### src/rtl/core_mem_arb_if.sv
// core_mem_arb_if
//   Bundles the three buses around the core memory arbiter: the instruction
//   fetch port (if_*), the load/store port (ls_*) and the single shared memory
//   port (mem_*). Signal names keep their _i/_o suffix as seen from the
//   arbiter.
//   slave  : arbiter side (drives *_o, samples *_i)
//   master : core + memory side (drives *_i, samples *_o)
interface core_mem_arb_if #(
   parameter int ADDR_W = 64
);
   // instruction fetch unit
   logic              if_req_i;
   logic [ADDR_W-1:0] if_addr_i;
   logic              if_flush_i;
   logic              if_ready_o;
   logic              if_rvalid_o;
   logic [31:0]       if_rdata_o;
   // load/store unit
   logic              ls_req_i;
   logic              ls_we_i;
   logic [ADDR_W-1:0] ls_addr_i;
   logic [63:0]       ls_wdata_i;
   logic [7:0]        ls_wmask_i;
   logic              ls_ready_o;
   logic              ls_rvalid_o;
   logic [63:0]       ls_rdata_o;
   // shared memory port
   logic              mem_req_o;
   logic              mem_we_o;
   logic [ADDR_W-1:0] mem_addr_o;
   logic [63:0]       mem_wdata_o;
   logic [7:0]        mem_wmask_o;
   logic              mem_gnt_i;
   logic              mem_rvalid_i;
   logic [63:0]       mem_rdata_i;

   modport slave (
      input  if_req_i, if_addr_i, if_flush_i,
      output if_ready_o, if_rvalid_o, if_rdata_o,
      input  ls_req_i, ls_we_i, ls_addr_i, ls_wdata_i, ls_wmask_i,
      output ls_ready_o, ls_rvalid_o, ls_rdata_o,
      output mem_req_o, mem_we_o, mem_addr_o, mem_wdata_o, mem_wmask_o,
      input  mem_gnt_i, mem_rvalid_i, mem_rdata_i
   );

   modport master (
      output if_req_i, if_addr_i, if_flush_i,
      input  if_ready_o, if_rvalid_o, if_rdata_o,
      output ls_req_i, ls_we_i, ls_addr_i, ls_wdata_i, ls_wmask_i,
      input  ls_ready_o, ls_rvalid_o, ls_rdata_o,
      input  mem_req_o, mem_we_o, mem_addr_o, mem_wdata_o, mem_wmask_o,
      output mem_gnt_i, mem_rvalid_i, mem_rdata_i
   );
endinterface

### src/rtl/core_mem_arb.sv
// core_mem_arb
//   Arbitrates the IFU and LSU onto one memory port with at most one
//   transaction outstanding. LSU has priority; after STARVE_MAX consecutive
//   contested LSU grants the IFU wins the next arbitration. A flush during an
//   outstanding fetch lets the bus transaction finish but suppresses its
//   response.
//   Ports:
//     clk  - core clock, all state on rising edge
//     rst  - synchronous active-high reset
//     bus  - core_mem_arb_if.slave: if_* fetch port, ls_* load/store port,
//            mem_* shared memory port (req/gnt then rvalid)
module core_mem_arb #(
   parameter int ADDR_W     = 64,
   parameter int STARVE_MAX = 4
) (
   input  logic           clk,
   input  logic           rst,
   core_mem_arb_if.slave  bus
);

   typedef enum logic [1:0] {IDLE, REQ, WAIT} state_e;

   state_e            state_q, state_d;
   logic              owner_ls_q, owner_ls_d;
   logic [ADDR_W-1:0] addr_q, addr_d;
   logic              we_q, we_d;
   logic [63:0]       wdata_q, wdata_d;
   logic [7:0]        wmask_q, wmask_d;
   logic [2:0]        streak_q, streak_d;
   logic              drop_q, drop_d;
   logic              if_rvalid_q, if_rvalid_d;
   logic              ls_rvalid_q, ls_rvalid_d;
   logic [31:0]       if_rdata_q, if_rdata_d;
   logic [63:0]       ls_rdata_q, ls_rdata_d;
   logic              if_grant, ls_grant;
   logic              ifu_ok, starved, in_req;

   // A flushing IFU cannot be granted, so its starvation privilege is
   // meaningless that cycle and the LSU keeps winning.
   assign ifu_ok  = bus.if_req_i && !bus.if_flush_i;
   assign starved = (streak_q == 3'(STARVE_MAX));
   assign in_req  = (state_q == REQ);

   always_comb begin
      state_d     = state_q;
      owner_ls_d  = owner_ls_q;
      addr_d      = addr_q;
      we_d        = we_q;
      wdata_d     = wdata_q;
      wmask_d     = wmask_q;
      streak_d    = streak_q;
      drop_d      = drop_q;
      if_rvalid_d = 1'b0;
      ls_rvalid_d = 1'b0;
      if_rdata_d  = if_rdata_q;
      ls_rdata_d  = ls_rdata_q;
      if_grant    = 1'b0;
      ls_grant    = 1'b0;

      case (state_q)
         IDLE: begin
            // Grants are suppressed while reset is held so every output is
            // quiet during reset.
            if (!rst) begin
               if (ifu_ok && (!bus.ls_req_i || starved)) begin
                  if_grant = 1'b1;
               end else if (bus.ls_req_i) begin
                  ls_grant = 1'b1;
               end
            end
            if (ls_grant) begin
               owner_ls_d = 1'b1;
               addr_d     = bus.ls_addr_i;
               we_d       = bus.ls_we_i;
               wdata_d    = bus.ls_we_i ? bus.ls_wdata_i : 64'd0;
               wmask_d    = bus.ls_we_i ? bus.ls_wmask_i : 8'd0;
               // Only grants that beat a waiting IFU count toward starvation.
               if (bus.if_req_i && !starved) begin
                  streak_d = streak_q + 3'd1;
               end
               state_d = REQ;
            end else if (if_grant) begin
               owner_ls_d = 1'b0;
               addr_d     = bus.if_addr_i;
               we_d       = 1'b0;
               wdata_d    = 64'd0;
               wmask_d    = 8'd0;
               streak_d   = 3'd0;
               drop_d     = 1'b0;
               state_d    = REQ;
            end
         end

         REQ: begin
            if (!owner_ls_q && bus.if_flush_i) begin
               drop_d = 1'b1;
            end
            if (bus.mem_gnt_i) begin
               state_d = WAIT;
            end
         end

         WAIT: begin
            if (bus.mem_rvalid_i) begin
               state_d = IDLE;
               drop_d  = 1'b0;
               if (owner_ls_q) begin
                  ls_rvalid_d = 1'b1;
                  ls_rdata_d  = bus.mem_rdata_i;
               end else if (!(drop_q || bus.if_flush_i)) begin
                  // A flush arriving together with the data still kills it.
                  if_rvalid_d = 1'b1;
                  if_rdata_d  = addr_q[2] ? bus.mem_rdata_i[63:32]
                                          : bus.mem_rdata_i[31:0];
               end
            end else if (!owner_ls_q && bus.if_flush_i) begin
               drop_d = 1'b1;
            end
         end

         default: state_d = IDLE;
      endcase
   end

   always_ff @(posedge clk) begin
      if (rst) begin
         state_q     <= IDLE;
         streak_q    <= 3'd0;
         drop_q      <= 1'b0;
         if_rvalid_q <= 1'b0;
         ls_rvalid_q <= 1'b0;
         if_rdata_q  <= 32'd0;
         ls_rdata_q  <= 64'd0;
      end else begin
         state_q     <= state_d;
         streak_q    <= streak_d;
         drop_q      <= drop_d;
         if_rvalid_q <= if_rvalid_d;
         ls_rvalid_q <= ls_rvalid_d;
         if_rdata_q  <= if_rdata_d;
         ls_rdata_q  <= ls_rdata_d;
      end
   end

   // Request payload needs no reset: it is only visible on the bus in REQ.
   always_ff @(posedge clk) begin
      owner_ls_q <= owner_ls_d;
      addr_q     <= addr_d;
      we_q       <= we_d;
      wdata_q    <= wdata_d;
      wmask_q    <= wmask_d;
   end

   assign bus.if_ready_o  = if_grant;
   assign bus.ls_ready_o  = ls_grant;
   assign bus.if_rvalid_o = if_rvalid_q;
   assign bus.if_rdata_o  = if_rdata_q;
   assign bus.ls_rvalid_o = ls_rvalid_q;
   assign bus.ls_rdata_o  = ls_rdata_q;

   assign bus.mem_req_o   = in_req;
   assign bus.mem_we_o    = in_req ? we_q : 1'b0;
   assign bus.mem_addr_o  = in_req ? addr_q : '0;
   assign bus.mem_wdata_o = in_req ? wdata_q : 64'd0;
   assign bus.mem_wmask_o = in_req ? wmask_q : 8'd0;

endmodule

### src/flat_wrapper.sv
// flat-port wrapper written by rule: the top's interface ports become plain ports
module core_mem_arb_flat 
#(
   parameter int ADDR_W     = 64,
   parameter int STARVE_MAX = 4
)
  (clk, rst, bus_if_req_i, bus_if_addr_i, bus_if_flush_i, bus_if_ready_o, bus_if_rvalid_o, bus_if_rdata_o, bus_ls_req_i, bus_ls_we_i, bus_ls_addr_i, bus_ls_wdata_i, bus_ls_wmask_i, bus_ls_ready_o, bus_ls_rvalid_o, bus_ls_rdata_o, bus_mem_req_o, bus_mem_we_o, bus_mem_addr_o, bus_mem_wdata_o, bus_mem_wmask_o, bus_mem_gnt_i, bus_mem_rvalid_i, bus_mem_rdata_i);
  core_mem_arb_if #(.ADDR_W(ADDR_W)) bus_i ();
  input  logic clk;
  input  logic rst;
  input wire logic [$bits(bus_i.if_req_i)-1:0] bus_if_req_i;
  input wire logic [$bits(bus_i.if_addr_i)-1:0] bus_if_addr_i;
  input wire logic [$bits(bus_i.if_flush_i)-1:0] bus_if_flush_i;
  output wire logic [$bits(bus_i.if_ready_o)-1:0] bus_if_ready_o;
  output wire logic [$bits(bus_i.if_rvalid_o)-1:0] bus_if_rvalid_o;
  output wire logic [$bits(bus_i.if_rdata_o)-1:0] bus_if_rdata_o;
  input wire logic [$bits(bus_i.ls_req_i)-1:0] bus_ls_req_i;
  input wire logic [$bits(bus_i.ls_we_i)-1:0] bus_ls_we_i;
  input wire logic [$bits(bus_i.ls_addr_i)-1:0] bus_ls_addr_i;
  input wire logic [$bits(bus_i.ls_wdata_i)-1:0] bus_ls_wdata_i;
  input wire logic [$bits(bus_i.ls_wmask_i)-1:0] bus_ls_wmask_i;
  output wire logic [$bits(bus_i.ls_ready_o)-1:0] bus_ls_ready_o;
  output wire logic [$bits(bus_i.ls_rvalid_o)-1:0] bus_ls_rvalid_o;
  output wire logic [$bits(bus_i.ls_rdata_o)-1:0] bus_ls_rdata_o;
  output wire logic [$bits(bus_i.mem_req_o)-1:0] bus_mem_req_o;
  output wire logic [$bits(bus_i.mem_we_o)-1:0] bus_mem_we_o;
  output wire logic [$bits(bus_i.mem_addr_o)-1:0] bus_mem_addr_o;
  output wire logic [$bits(bus_i.mem_wdata_o)-1:0] bus_mem_wdata_o;
  output wire logic [$bits(bus_i.mem_wmask_o)-1:0] bus_mem_wmask_o;
  input wire logic [$bits(bus_i.mem_gnt_i)-1:0] bus_mem_gnt_i;
  input wire logic [$bits(bus_i.mem_rvalid_i)-1:0] bus_mem_rvalid_i;
  input wire logic [$bits(bus_i.mem_rdata_i)-1:0] bus_mem_rdata_i;
  assign bus_i.if_req_i = bus_if_req_i;
  assign bus_i.if_addr_i = bus_if_addr_i;
  assign bus_i.if_flush_i = bus_if_flush_i;
  assign bus_if_ready_o = bus_i.if_ready_o;
  assign bus_if_rvalid_o = bus_i.if_rvalid_o;
  assign bus_if_rdata_o = bus_i.if_rdata_o;
  assign bus_i.ls_req_i = bus_ls_req_i;
  assign bus_i.ls_we_i = bus_ls_we_i;
  assign bus_i.ls_addr_i = bus_ls_addr_i;
  assign bus_i.ls_wdata_i = bus_ls_wdata_i;
  assign bus_i.ls_wmask_i = bus_ls_wmask_i;
  assign bus_ls_ready_o = bus_i.ls_ready_o;
  assign bus_ls_rvalid_o = bus_i.ls_rvalid_o;
  assign bus_ls_rdata_o = bus_i.ls_rdata_o;
  assign bus_mem_req_o = bus_i.mem_req_o;
  assign bus_mem_we_o = bus_i.mem_we_o;
  assign bus_mem_addr_o = bus_i.mem_addr_o;
  assign bus_mem_wdata_o = bus_i.mem_wdata_o;
  assign bus_mem_wmask_o = bus_i.mem_wmask_o;
  assign bus_i.mem_gnt_i = bus_mem_gnt_i;
  assign bus_i.mem_rvalid_i = bus_mem_rvalid_i;
  assign bus_i.mem_rdata_i = bus_mem_rdata_i;
  core_mem_arb #(.ADDR_W(ADDR_W), .STARVE_MAX(STARVE_MAX)) u_core (.clk(clk), .rst(rst), .bus(bus_i));
endmodule
### config.mk
export PLATFORM = sky130hd
export DESIGN_NAME = core_mem_arb_flat
export DESIGN_NICKNAME = d
export VERILOG_FILES = /design/src/rtl/core_mem_arb_if.sv /design/src/rtl/core_mem_arb.sv /design/src/flat_wrapper.sv
export SDC_FILE = /design/constraint.sdc
export NUM_CORES = 1
export LEC_CHECK = 0
export CAP_MARGIN = 20
export CORE_AREA = 4 4 198 200
export DETAILED_ROUTE_END_ITERATION = 10
export DIE_AREA = 0 0 202 204
export MAX_ROUTING_LAYER = met4
export PLACE_DENSITY_LB_ADDON = 0.08
export SYNTH_ARGS = -nofsm -noshare
export SYNTH_HDL_FRONTEND = slang
export SYNTH_SLANG_ARGS = --single-unit
### constraint.sdc
create_clock -name clk -period 12.31 [get_ports clk]
set_input_delay 2.462 -clock clk [delete_from_list [all_inputs] [get_ports clk]]
set_output_delay 2.462 -clock clk [all_outputs]
set_load 0.1 [all_outputs]
==> reports/metrics.csv <==
stage,metric,value,unit
floorplan,Starting Density,28.5,%
clock_tree,postcts setup bufs,0,
layout,Final Cell Area,17100,um2
layout,Layout area overhead,60.6,%
clock_tree,TritonCTS clock tree,done,
clock_tree,hold buffers post-CTS,0,
detailed_routing,WL final,38800,um
logic_synthesis,share of the yosys chip area belonging to registers,58.5,%
clock_tree,"Reg clk slew, reported paths",0.05,ns
power,NetSw,876,uW
flow_run,max cap viols,0,
layout,Reg area,6230,um2
sta,Final Skew,0.0218,ns
power,PD cells,145,nW/um2
detailed_routing,DR iter-0 viols,501,
clock_tree,# H-tree levels,1,
global_route,vias in the first global route,9102,
sta,f_max,0.126,GHz
setup_path,CP Class,in -> out,
floorplan,Site Rows,71,
sta,setup TNS,0,ns
power,peak supply drop,105,uV
placed_design,port bufs,509,
clock_tree,worst skew pair latency,0.57,ns
global_route,antenna violations before repair,7,
global_route,pin count of the biggest net entering global routing,111,
logic_synthesis,synth warn,0,
placed_design,Placed Instance Area,16100,um2
worst_hold_path,hold crit path type,reg -> reg,
sta,Hold WS,0.450,ns
sta,final slew viol count,0,
global_route,GRT overflow,0,
setup_path,crit end category,output pin,
sta,RSZ-0062 raised after global routing,no,
sta,Finish-stage setup viols,0,
detailed_routing,via count,8981,
setup_path,crit path max fanout,54,
setup_path,CP startpoint kind,primary input,
sta,final critical-path required period,7.94,ns
sta,"Hold Vio Cnt, Final",0,
layout,Fillers,3554,
logic_synthesis,Yosys reg bits,242,
layout,# nets final,1719,
global_route,global-route usage over all layers,18.3,%
placed_design,GPL Wtd Cong,0.780,
logic_synthesis,syn nets,1249,
floorplan,core box area,37400,um2
power,Comb power frac,29.3,%
logic_synthesis,"Distinct cells, synth",36,
logic_synthesis,post-synthesis cell count,971,
detailed_routing,drt pass-1 iters,4,
detailed_routing,Via density,4.53,
logic_synthesis,average size of a mapped cell,11.0,um2
layout,combined area of the multi-input logic cells,4070,um2
placed_design,# placed instances,1919,
layout,share of cells above drive strength 1,5.46,%
power,leakage power,6.16,nW
logic_synthesis,Synth Cell Area,10600,um2
clock_tree,root buffer cell,clkbuf_16,
sta,relative slew slack,27.2,%
detailed_routing,Routed Antenna Nets,0,
power,sequential share of power,36.9,%
power,Internal,1.60,mW
clock_tree,Clock Tree Buf Depth,3,
clock_tree,clk sinks,242,
floorplan,chip height,204,um
status,status,"finished, final reports clean",
global_route,first-pass GRT wire length,56800,um
sta,Slew @ Worst Pin,1.09,ns
setup_path,"reg-to-reg slack, setup",9.24,ns
layout,Post-Layout Cell Count,1983,
detailed_routing,WL/cell,19.5,um
placed_design,hpwl dp,27400,um
power,Clk pwr share,33.7,%
sta,period utilization,64.5,%
floorplan,die area,41200,um2
detailed_routing,# DRC,0,
power,Total Power,2.48,mW
power,Net Sw Frac,35.3,%
clock_tree,CTS buffer count,30,
floorplan,I/O pin cnt,510,
setup_path,crit path DAT,5.47,ns
clock_tree,post-cts sizing count,0,
floorplan,Die W,202,um
setup_path,Critical Path RT,9.85,ns
-- per-stage QoR --
stage | setup WS (ns) | utilization (%)
after floorplan | 2.17 | -
after global placement | 4.31 | 43.1
after detailed placement | 4.27 | 43.1
after CTS | 4.28 | 45.6
after global routing | 4.20 | 45.7
final | 4.37 | 45.7
-- power groups by stage --
stage                     combinational, mW  sequential (mW)  clock, mW
final                                 0.728            0.916      0.837
after CTS                             0.738            0.916      0.870
after detailed placement              0.735            0.934          0
after floorplan                       0.465            0.972          0
after global routing                  0.761            0.919      0.900
after global placement                0.736            0.932          0
-- cells by family after synthesis --
kind of cell | after synthesis | share of synthesized area [%]
DFF | 242 | 58.5
adders and majority gates | 6 | 0.705
buffers and inverters | 90 | 3.73
and+or+nand+nor | 391 | 19.9
AOI/OAI and AO/OA | 146 | 7.36
muxes | 96 | 9.78
-- state kept, by name, indices dropped and copies added (netlist names), 2 cells and up --
| name | flops |
|---|---|
| u_core.addr_q | 64 |
| u_core.bus.ls_rdata_o | 64 |
| u_core.wdata_q | 64 |
| u_core.bus.if_rdata_o | 32 |
| u_core.wmask_q | 8 |
| u_core.streak_q | 3 |
| u_core.state_q | 2 |
-- worst paths after layout --
| path | from | endpoint | depth (start not counted) |
|---|---|---|---|
| max | bus_if_flush_i | bus_ls_ready_o | 6 |
| min | u_core.bus.ls_rdata_o[42] | u_core.bus.ls_rdata_o[42] | 2 |
| max reg2reg | u_core.streak_q[0] | u_core.addr_q[57] | 6 |
| min reg2reg | u_core.bus.ls_rdata_o[42] | u_core.bus.ls_rdata_o[42] | 2 |
-- cells in the mapped netlist, drive strengths merged --
library cell | instances | area [um2]
a211o | 1 | 8.76
a211oi | 2 | 15.0
a21bo | 1 | 10.0
a21boi | 2 | 15.0
a21oi | 97 | 485
a311o | 1 | 10.0
a311oi | 3 | 32.5
a31o | 1 | 8.76
a31oi | 2 | 12.5
and2 | 139 | 870
and3 | 74 | 463
and3b | 1 | 8.76
buf | 26 | 156
clkbuf | 57 | 214
dfxtp | 104 | 2080
edfxtp | 138 | 4140
ha | 6 | 75.1
inv | 7 | 26.3
mux2 | 64 | 721
mux2i | 32 | 320
nand2 | 128 | 480
nand2b | 3 | 18.8
nand3 | 3 | 15.0
nand4 | 1 | 6.26
nand4bb | 1 | 11.3
nor2 | 2 | 7.51
nor2b | 4 | 25.0
nor3 | 3 | 15.0
o21ai | 34 | 170
o31ai | 2 | 15.0
or3 | 32 | 200
-- area by class of cell --
| cell class | count | area share (%) |
|---|---|---|
| diodes | 7 | 0.103 |
| well taps | 511 | 3.74 |
| repair buffers | 521 | 30.4 |
| inverters | 7 | 0.154 |
| multi-input cells | 639 | 23.8 |
| flip-flops and latches | 242 | 36.4 |
| clock inverters | 3 | 0.154 |
| clock buffers | 53 | 5.25 |
-- critical path: stages --
cell	delay, ns
clkdlybuf4s50_1	0.57
nor2b_1	0.13
a311oi_4	0.32
buf_4	0.59
and2_1	0.22
clkdlybuf4s50_1	1.16
-- layer usage --
layer  track usage, %  vias up  wire length, um
met5                -        -                0
met4             4.49        0              829
met3             8.79       53             4260
met2             30.5      320            19000
met1             19.8     4263            14600
li1                 -     4345                -
-- placed cells by master, fill, tap and decap left out, types with 2 or more instances in the layout --
| cell type | netlist | layout |
|---|---|---|
| dfxtp_1 | 104 | 104 |
| ha_1 | 6 | 5 |
| a311oi_1 | 2 | 2 |
| clkbuf_1 | 57 | 17 |
| or3_1 | 32 | 32 |
| clkbuf_8 | 0 | 6 |
| a211oi_1 | 2 | 2 |
| o21ai_0 | 34 | 34 |
| nand3_1 | 3 | 2 |
| buf_4 | 4 | 12 |
| mux2_1 | 45 | 45 |
| nor2b_1 | 4 | 4 |
| and2_1 | 139 | 139 |
| nand2b_1 | 3 | 3 |
| diode_2 | 0 | 7 |
| a21boi_0 | 2 | 2 |
| o31ai_1 | 2 | 2 |
| a21oi_1 | 97 | 96 |
| nand2_1 | 128 | 128 |
| edfxtp_1 | 138 | 138 |
| nor3_1 | 3 | 3 |
| clkbuf_16 | 0 | 30 |
| inv_1 | 7 | 7 |
| a31oi_1 | 2 | 2 |
| mux2_2 | 19 | 19 |
| and3_1 | 74 | 73 |
| clkdlybuf4s50_1 | 0 | 507 |
| mux2i_1 | 32 | 32 |
| clkinv_2 | 0 | 2 |
| nor2_1 | 2 | 2 |
Power figures use the tool's default switching activity.
